$ cat src/rtl/snake_step_ctrl_pkg.sv
// Shared types and defaults for the snake move sequencer.
// Direction codes, FSM states and grid/body size defaults.
package snake_step_ctrl_pkg;

  localparam int GRID_W_D   = 40;
  localparam int GRID_H_D   = 30;
  localparam int COORD_W_D  = 6;
  localparam int MAX_LEN_D  = 64;
  localparam int LEN_W_D    = 7;
  localparam int INIT_LEN_D = 3;

  typedef enum logic [1:0] {
    DIR_UP    = 2'd0,
    DIR_RIGHT = 2'd1,
    DIR_DOWN  = 2'd2,
    DIR_LEFT  = 2'd3
  } dir_e;

  typedef enum logic [2:0] {
    ST_IDLE   = 3'd0,
    ST_CALC   = 3'd1,
    ST_SCAN   = 3'd2,
    ST_COMMIT = 3'd3,
    ST_OVER   = 3'd4
  } state_e;

  // Opposite directions differ only in bit 1.
  function automatic logic is_reverse(input dir_e req,
                                      input dir_e cur);
    return req == dir_e'(cur ^ 2'd2);
  endfunction

endpackage

$ cat src/rtl/snake_step_ctrl_if.sv
// Link between the move sequencer and the snake body store:
// segment read port plus push/grow/clear commit signals.
interface snake_step_ctrl_if #(
  parameter int COORD_W = 6,
  parameter int LEN_W   = 7
);

  logic [LEN_W-1:0]   seg_idx;
  logic [COORD_W-1:0] seg_x;
  logic [COORD_W-1:0] seg_y;
  logic               push;
  logic [COORD_W-1:0] push_x;
  logic [COORD_W-1:0] push_y;
  logic               grow;
  logic               body_clr;

  modport master (
    output seg_idx,
    input  seg_x,
    input  seg_y,
    output push,
    output push_x,
    output push_y,
    output grow,
    output body_clr
  );

  modport slave (
    input  seg_idx,
    output seg_x,
    output seg_y,
    input  push,
    input  push_x,
    input  push_y,
    input  grow,
    input  body_clr
  );

endinterface

$ cat src/rtl/snake_next_head.sv
// Next-head step with edge handling; SNAKE_WRAP_EN makes the
// playfield toroidal, otherwise leaving it flags oob.
module snake_next_head
  import snake_step_ctrl_pkg::*;
#(
  parameter int GRID_W  = GRID_W_D,
  parameter int GRID_H  = GRID_H_D,
  parameter int COORD_W = COORD_W_D
)(
  input  logic [COORD_W-1:0] cur_x,
  input  logic [COORD_W-1:0] cur_y,
  input  dir_e               dir,
  output logic [COORD_W-1:0] nxt_x,
  output logic [COORD_W-1:0] nxt_y,
  output logic               oob
);

  localparam logic signed [COORD_W:0] ONE =
    (COORD_W+1)'(1);
  localparam logic signed [COORD_W:0] GW =
    (COORD_W+1)'(GRID_W);
  localparam logic signed [COORD_W:0] GH =
    (COORD_W+1)'(GRID_H);

  logic signed [COORD_W:0] sx;
  logic signed [COORD_W:0] sy;

  // One extra signed bit so -1 and GRID_W are visible.
  always_comb begin
    sx = signed'({1'b0, cur_x});
    sy = signed'({1'b0, cur_y});
    unique case (dir)
      DIR_UP:    sy = sy - ONE;
      DIR_RIGHT: sx = sx + ONE;
      DIR_DOWN:  sy = sy + ONE;
      DIR_LEFT:  sx = sx - ONE;
    endcase
`ifdef SNAKE_WRAP_EN
    oob = 1'b0;
    if (sx[COORD_W])   sx = GW - ONE;
    else if (sx >= GW) sx = '0;
    if (sy[COORD_W])   sy = GH - ONE;
    else if (sy >= GH) sy = '0;
`else
    oob = sx[COORD_W] || (sx >= GW) ||
          sy[COORD_W] || (sy >= GH);
`endif
    nxt_x = sx[COORD_W-1:0];
    nxt_y = sy[COORD_W-1:0];
  end

endmodule

$ cat src/rtl/snake_step_ctrl.sv
// Per-tick snake move: latch dir, step head, scan body for
// self-hit, commit push. Edge wrap selected by SNAKE_WRAP_EN.
module snake_step_ctrl
  import snake_step_ctrl_pkg::*;
#(
  parameter int GRID_W   = GRID_W_D,
  parameter int GRID_H   = GRID_H_D,
  parameter int COORD_W  = COORD_W_D,
  parameter int MAX_LEN  = MAX_LEN_D,
  parameter int LEN_W    = LEN_W_D,
  parameter int INIT_LEN = INIT_LEN_D
)(
  input  logic               clk,
  input  logic               rst_n,
  input  logic               tick,
  input  logic               restart,
  input  logic [1:0]         dir_in,
  input  logic               dir_valid,
  input  logic [COORD_W-1:0] food_x,
  input  logic [COORD_W-1:0] food_y,
  snake_step_ctrl_if.master  body,
  output logic [COORD_W-1:0] head_x,
  output logic [COORD_W-1:0] head_y,
  output logic [LEN_W-1:0]   length,
  output logic               food_eaten,
  output logic               game_over,
  output logic               busy
);

  localparam logic [COORD_W-1:0] X0 =
    COORD_W'(GRID_W / 2);
  localparam logic [COORD_W-1:0] Y0 =
    COORD_W'(GRID_H / 2);
  localparam logic [LEN_W-1:0] LEN0 =
    LEN_W'(INIT_LEN);
  localparam logic [LEN_W-1:0] LMAX =
    LEN_W'(MAX_LEN);
  localparam logic [LEN_W-1:0] L1 = LEN_W'(1);

  state_e             state;
  dir_e               dir;
  dir_e               pend_dir;
  logic [COORD_W-1:0] nx;
  logic [COORD_W-1:0] ny;
  logic [COORD_W-1:0] calc_x;
  logic [COORD_W-1:0] calc_y;
  logic               calc_oob;
  logic               calc_eat;
  logic               eat;
  logic               first;
  logic               hit;
  logic               last;
  logic               can_grow;
  logic [LEN_W-1:0]   lim;
  logic [LEN_W-1:0]   cmp_idx;

  snake_next_head #(
    .GRID_W  (GRID_W),
    .GRID_H  (GRID_H),
    .COORD_W (COORD_W)
  ) u_next (
    .cur_x (head_x),
    .cur_y (head_y),
    .dir   (dir),
    .nxt_x (calc_x),
    .nxt_y (calc_y),
    .oob   (calc_oob)
  );

  assign calc_eat = (calc_x == food_x) &&
                    (calc_y == food_y);
  assign hit      = (body.seg_x == nx) &&
                    (body.seg_y == ny);
  assign last     = (cmp_idx == lim - L1);
  assign can_grow = eat && (length < LMAX);

  // Pending direction: last non-reversing request wins.
  always_ff @(posedge clk or negedge rst_n) begin
    if (!rst_n) begin
      pend_dir <= DIR_RIGHT;
    end else if (restart) begin
      pend_dir <= DIR_RIGHT;
    end else if (dir_valid &&
                 !is_reverse(dir_e'(dir_in), dir)) begin
      pend_dir <= dir_e'(dir_in);
    end
  end

  // Move sequencer with registered store and status outputs.
  always_ff @(posedge clk or negedge rst_n) begin
    if (!rst_n) begin
      state         <= ST_IDLE;
      dir           <= DIR_RIGHT;
      head_x        <= X0;
      head_y        <= Y0;
      length        <= LEN0;
      nx            <= '0;
      ny            <= '0;
      eat           <= 1'b0;
      lim           <= '0;
      cmp_idx       <= '0;
      first         <= 1'b0;
      body.seg_idx  <= '0;
      body.push     <= 1'b0;
      body.push_x   <= '0;
      body.push_y   <= '0;
      body.grow     <= 1'b0;
      body.body_clr <= 1'b0;
      food_eaten    <= 1'b0;
      game_over     <= 1'b0;
      busy          <= 1'b0;
    end else begin
      body.push     <= 1'b0;
      body.grow     <= 1'b0;
      body.body_clr <= 1'b0;
      food_eaten    <= 1'b0;
      if (restart) begin
        state         <= ST_IDLE;
        dir           <= DIR_RIGHT;
        head_x        <= X0;
        head_y        <= Y0;
        length        <= LEN0;
        eat           <= 1'b0;
        first         <= 1'b0;
        cmp_idx       <= '0;
        body.seg_idx  <= '0;
        body.body_clr <= 1'b1;
        game_over     <= 1'b0;
        busy          <= 1'b0;
      end else begin
        unique case (state)
          ST_IDLE: begin
            if (tick) begin
              dir   <= pend_dir;
              busy  <= 1'b1;
              state <= ST_CALC;
            end
          end
          ST_CALC: begin
            if (calc_oob) begin
              game_over <= 1'b1;
              busy      <= 1'b0;
              state     <= ST_OVER;
            end else begin
              nx           <= calc_x;
              ny           <= calc_y;
              eat          <= calc_eat;
              lim          <= calc_eat ? length
                                       : length - L1;
              body.seg_idx <= '0;
              first        <= 1'b1;
              state        <= ST_SCAN;
            end
          end
          ST_SCAN: begin
            if (!first && hit) begin
              game_over <= 1'b1;
              busy      <= 1'b0;
              state     <= ST_OVER;
            end else if ((lim == '0) ||
                         (!first && last)) begin
              body.push   <= 1'b1;
              body.push_x <= nx;
              body.push_y <= ny;
              body.grow   <= can_grow;
              food_eaten  <= eat;
              head_x      <= nx;
              head_y      <= ny;
              if (can_grow) length <= length + L1;
              state       <= ST_COMMIT;
            end else begin
              first   <= 1'b0;
              cmp_idx <= body.seg_idx;
              if (body.seg_idx + L1 < lim)
                body.seg_idx <= body.seg_idx + L1;
            end
          end
          ST_COMMIT: begin
            busy  <= 1'b0;
            state <= ST_IDLE;
          end
          ST_OVER: begin
            game_over <= 1'b1;
          end
          default: begin
            state <= ST_IDLE;
          end
        endcase
      end
    end
  end

endmodule
$ cat src/flat_wrapper.sv
// flat-port wrapper written by rule: the top's interface ports become plain ports
module snake_step_ctrl_flat import snake_step_ctrl_pkg::*;
#(
  parameter int GRID_W   = GRID_W_D,
  parameter int GRID_H   = GRID_H_D,
  parameter int COORD_W  = COORD_W_D,
  parameter int MAX_LEN  = MAX_LEN_D,
  parameter int LEN_W    = LEN_W_D,
  parameter int INIT_LEN = INIT_LEN_D
)
  (clk, rst_n, tick, restart, dir_in, dir_valid, food_x, food_y, head_x, head_y, length, food_eaten, game_over, busy, body_seg_idx, body_seg_x, body_seg_y, body_push, body_push_x, body_push_y, body_grow, body_body_clr);
  snake_step_ctrl_if #(.COORD_W(COORD_W), .LEN_W(LEN_W)) body_i ();
  input  logic clk;
  input  logic rst_n;
  input  logic tick;
  input  logic restart;
  input  logic [1:0] dir_in;
  input  logic dir_valid;
  input  logic [COORD_W-1:0] food_x;
  input  logic [COORD_W-1:0] food_y;
  output logic [COORD_W-1:0] head_x;
  output logic [COORD_W-1:0] head_y;
  output logic [LEN_W-1:0] length;
  output logic food_eaten;
  output logic game_over;
  output logic busy;
  output wire logic [$bits(body_i.seg_idx)-1:0] body_seg_idx;
  input wire logic [$bits(body_i.seg_x)-1:0] body_seg_x;
  input wire logic [$bits(body_i.seg_y)-1:0] body_seg_y;
  output wire logic [$bits(body_i.push)-1:0] body_push;
  output wire logic [$bits(body_i.push_x)-1:0] body_push_x;
  output wire logic [$bits(body_i.push_y)-1:0] body_push_y;
  output wire logic [$bits(body_i.grow)-1:0] body_grow;
  output wire logic [$bits(body_i.body_clr)-1:0] body_body_clr;
  assign body_seg_idx = body_i.seg_idx;
  assign body_i.seg_x = body_seg_x;
  assign body_i.seg_y = body_seg_y;
  assign body_push = body_i.push;
  assign body_push_x = body_i.push_x;
  assign body_push_y = body_i.push_y;
  assign body_grow = body_i.grow;
  assign body_body_clr = body_i.body_clr;
  snake_step_ctrl #(.GRID_W(GRID_W), .GRID_H(GRID_H), .COORD_W(COORD_W), .MAX_LEN(MAX_LEN), .LEN_W(LEN_W), .INIT_LEN(INIT_LEN)) u_core (.clk(clk), .rst_n(rst_n), .tick(tick), .restart(restart), .dir_in(dir_in), .dir_valid(dir_valid), .food_x(food_x), .food_y(food_y), .body(body_i), .head_x(head_x), .head_y(head_y), .length(length), .food_eaten(food_eaten), .game_over(game_over), .busy(busy));
endmodule
$ cat config.mk
export PLATFORM = sky130hd
export DESIGN_NAME = snake_step_ctrl_flat
export DESIGN_NICKNAME = d
export VERILOG_FILES = /design/src/rtl/snake_step_ctrl_pkg.sv /design/src/rtl/snake_step_ctrl_if.sv /design/src/rtl/snake_next_head.sv /design/src/rtl/snake_step_ctrl.sv /design/src/flat_wrapper.sv
export SDC_FILE = /design/constraint.sdc
export NUM_CORES = 1
export LEC_CHECK = 0
export BUFFER_PORTS_ARGS = -buffer_cell sky130_fd_sc_hd__buf_2
export CAP_MARGIN = 40
export CORE_MARGIN = 2
export CORE_UTILIZATION = 52
export CTS_BUF_LIST = sky130_fd_sc_hd__clkbuf_4 sky130_fd_sc_hd__clkbuf_8 sky130_fd_sc_hd__clkbuf_16
export CTS_CLUSTER_DIAMETER = 60
export DETAILED_ROUTE_END_ITERATION = 8
export GPL_TIMING_DRIVEN = 0
export PLACE_DENSITY = 0.8
export SETUP_SLACK_MARGIN = 0.15
export SLEW_MARGIN = 15
export SYNTH_ARGS = -nofsm -noshare
export SYNTH_HDL_FRONTEND = slang
export SYNTH_SLANG_ARGS = --single-unit
$ cat constraint.sdc
create_clock -name clk -period 3 [get_ports clk]
set_input_delay 0.15 -clock clk [delete_from_list [all_inputs] [get_ports clk]]
set_output_delay 0.15 -clock clk [all_outputs]
set_load 0.005 [all_outputs]
==> results.ini <==
[outcome]
outcome=complete, but fails checks
violations=setup timing

[yosys]
post-synth-top-area-fraction_pct=35.9
synth_warnings=0
muxShareOfSynthArea_pct=5.73
synth_top_family_by_area=simple AND/OR/NAND/NOR gates
postSynthCellCount=491
synthArstFlopShare_pct=100
yosys.area_share.adder_pct=4.58
syn_nets=539
synthTopCellsByArea=dfrtp_1 (36%), dfstp_2 (5.5%), xor2_1 (5.1%)
synth_edf_count=0
synth_compound_area_share_pct=16.2
synthTopCellsByCount=dfrtp_1 (69), nand2_1 (49), nor2_1 (41)
syn_area_per_cell_sq_um=9.79
synth_area_sq_um=4810
synth-xor-area-share_pct=9.84
synth.distinct_cells=68
ys_seq_area_share_pct=41.4
yosysTopAreaCell=dfrtp_1
synth_most_common_cell=dfrtp_1
ys.flop_type=dfrtp_1
yosys.area_share.simple_pct=18.3
ys_ff_latch=79

[setup_path]
cp_max_fo=6
ff2ff_path_depth=18
r2r-start=u_core.dir[0]
crit_path_max_incr_delay_ps=560
rr_endpoint=u_core.lim[6]
end_kind=flip-flop
cp.arrival_ps=3710
critPathBufInv=8
path_delay_family=buffers and inverters
regToRegSetupSlack_ps=-430
cp_slowest_cell=dfstp_2
critPathLaunch=u_core.dir[0]
required_ps=3280
path_common_cell=buf_6
start_kind=flip-flop
cp_cell_sequence=buf_4, buf_6, buf_8, nand2_8, xnor2_4, ha_4, buf_4, buf_6, nand4b_1, o32ai_4, xnor2_2, buf_4, xnor2_1, nand4_1, buf_6, buf_6, a31o_4, a31oi_4
worstSetupPathType=reg2reg

[sta]
fin_crit_ps=3430
final-hold-violation-count=0
setup_ws_ps=-431
max_slew.worst_pin.slew_ps=863
period_share_pct=114
finClkSkew_ps=14.6
max_freq_mhz=291
grt_setup_unrepaired=true
report.final.slew_viol_count=0
setup_viol=31
maxSlewHeadroom_pct=41.8

[floorplan]
start_util_pct=52.8
core.rowCount=35
die_area_sq_um=10000
chipWidth_um=100
die_h_um=100
io_pins=75
core_area_sq_um=9110

[power]
pwr_density_cell_nw_per_um2=535
leakage_nw=3.04
ir_worst_vdd_v=0.000316

[finish]
drive_gt1_share_pct=37.8
utilization_pct=70.0
stdcell_area_sq_um=6370
stdcell_count=736
n_antenna_cell=0
fillerInstances=654
register_area_sq_um=1990
multi_input_area_sq_um=2960
nNetsFinal=668
area_growth_pct=32.6

[placed_design]
dp_hpwl_um=8930
placed_cell_area_sq_um=5430
port_buffers=74
gp_congestion=0.927
dpl.cell_count=677

[clock_network]
clock_latency_ps=360
cts_buffers=9
clock_path_buffers=2
cts_root_buffer=clkbuf_8
cts_tree=yes
cts.sinks=79
path_clk_slew_ps=80
cts_max_level=3

[grt]
grt_pass1_wl_um=21700
overflow=0
grt_usage_pct=27.4
grt_max_degree=49
grt_pass1_vias=4419
grt_antenna_before_repair=0

[routing]
postRouteWirelength_um=13800
vias_per_cell=6.06
drtIter0Drc=339
wl_per_cell_um=18.8
via_count=4462
first_pass_iters=5
drtAntennaViolNets=0
drcViolationCount=0

[hold_path]
hp-class=in2reg
hold_depth=3
min_from=dir_in[1]
hold_end=u_core.pend_dir[1]

[flow_run]
drv_cap=0

logic make-up (layout without fill, tap and decap cells):
group | after synthesis | in the layout
buffers and inverters | 44 | 178
AO/OA/AOI/OAI | 105 | 105
XOR/XNOR | 54 | 54
flip-flops | 79 | 79
adder cells (fa/ha/maj) | 17 | 17
AND/OR/NAND/NOR | 167 | 167
multiplexers | 25 | 25
area by class of cell:
type / count / share of cell area [%]
multi-input cells: 368 / 46.4
clock inverters: 5 / 1.26
plain buffers: 20 / 2.59
clock buffers: 11 / 2.38
inverters: 24 / 1.61
repair buffers: 118 / 12.3
flip-flops and latches: 79 / 31.3
well taps: 111 / 2.18
cell usage in the layout (no fill, tap or decap), types with 4 or more instances in the layout:
| master | count |
|---|---|
| buf_2 | 78 |
| dfrtp_1 | 67 |
| nand2_1 | 43 |
| nor2_1 | 38 |
| buf_4 | 34 |
| xor2_1 | 28 |
| xnor2_1 | 23 |
| inv_1 | 20 |
| a21oi_1 | 19 |
| a22o_1 | 16 |
| mux2_2 | 15 |
| ha_1 | 11 |
| clkbuf_8 | 11 |
| buf_6 | 10 |
| dfstp_2 | 10 |
| nand3_1 | 9 |
| o21ai_0 | 8 |
| nand2b_1 | 7 |
| o21ai_1 | 7 |
| mux2i_1 | 7 |
| nor3_1 | 6 |
| nor4_1 | 5 |
| and3_1 | 4 |
| clkbuf_1 | 4 |
| o211ai_1 | 4 |
| nand4_1 | 4 |
| nor2b_1 | 4 |
| and4b_1 | 4 |
| a21o_1 | 4 |
| a21oi_2 | 4 |
| o22a_1 | 4 |
| a211o_1 | 4 |
| ha_4 | 4 |
repair_timing:
item | CTS | global route
pin swaps | 22 | 30
hold endpoints to repair | 28 | 0
hold buffers | 2 | 0
gates resized for setup | 50 | 38
buffers inserted | 26 | 12
endpoints found under the setup margin | 35 | 49
cloned | 3 | 0
where the power goes:
| part | total, W | internal (W) | switching, W |
|---|---|---|---|
| Sequential | 0.00137 | 0.00121 | 0.000162 |
| Clock | 0.000909 | 0.000512 | 0.000397 |
| Combinational | 0.00114 | 0.000540 | 0.000595 |
state kept, by name, indices dropped and copies added (netlist names), 2 cells and up:
signal,count
u_core.body.push_x,6
u_core.body.push_y,6
u_core.body.seg_idx,7
u_core.cmp_idx,7
u_core.dir,2
u_core.head_x,6
u_core.head_y,6
u_core.length,7
u_core.lim,7
u_core.nx,6
u_core.ny,6
u_core.pend_dir,2
u_core.state,3
through the flow:
step / TNS, ps / hold slack [ps] / power (W) / setup WS (ps)
after floorplan: 0 / -146 / 0.00188 / 83.3
after global placement: -4800 / 364 / 0.00212 / -358
after detailed placement: -6370 / 125 / 0.00216 / -484
after CTS: -2210 / 62.3 / 0.00327 / -333
after global routing: -9090 / 75.0 / 0.00357 / -501
final: -6980 / 64.5 / 0.00341 / -431
tightest hold or removal path, delay by kind of cell:
| kind | cells | cell delay [ps] |
|---|---|---|
| buffers and inverters | 1 | 100 |
| and+or+nand+nor | 1 | 80 |
| muxes | 1 | 60 |
worst max-delay path by stage:
stage	endpoint	cells past startpoint	slack, ps
global placement	u_core.lim[1]	14	-360
CTS	u_core.lim[6]	15	-330
global route	u_core.lim[6]	15	-500
finish	u_core.lim[6]	18	-430
detailed placement	u_core.lim[1]	14	-480
floorplan	u_core.lim[1]	14	80
layer usage:
| layer | global-route usage [%] | routed length [um] | vias to the layer above |
|---|---|---|---|
| met2 | 45.1 | 6720 | 201 |
| met4 | 8.32 | 339 | 0 |
| met3 | 5.50 | 788 | 40 |
| li1 | - | - | 2021 |
| met1 | 36.9 | 5960 | 2200 |
| met5 | 0 | 0 | - |
Power figures use the tool's default switching activity.
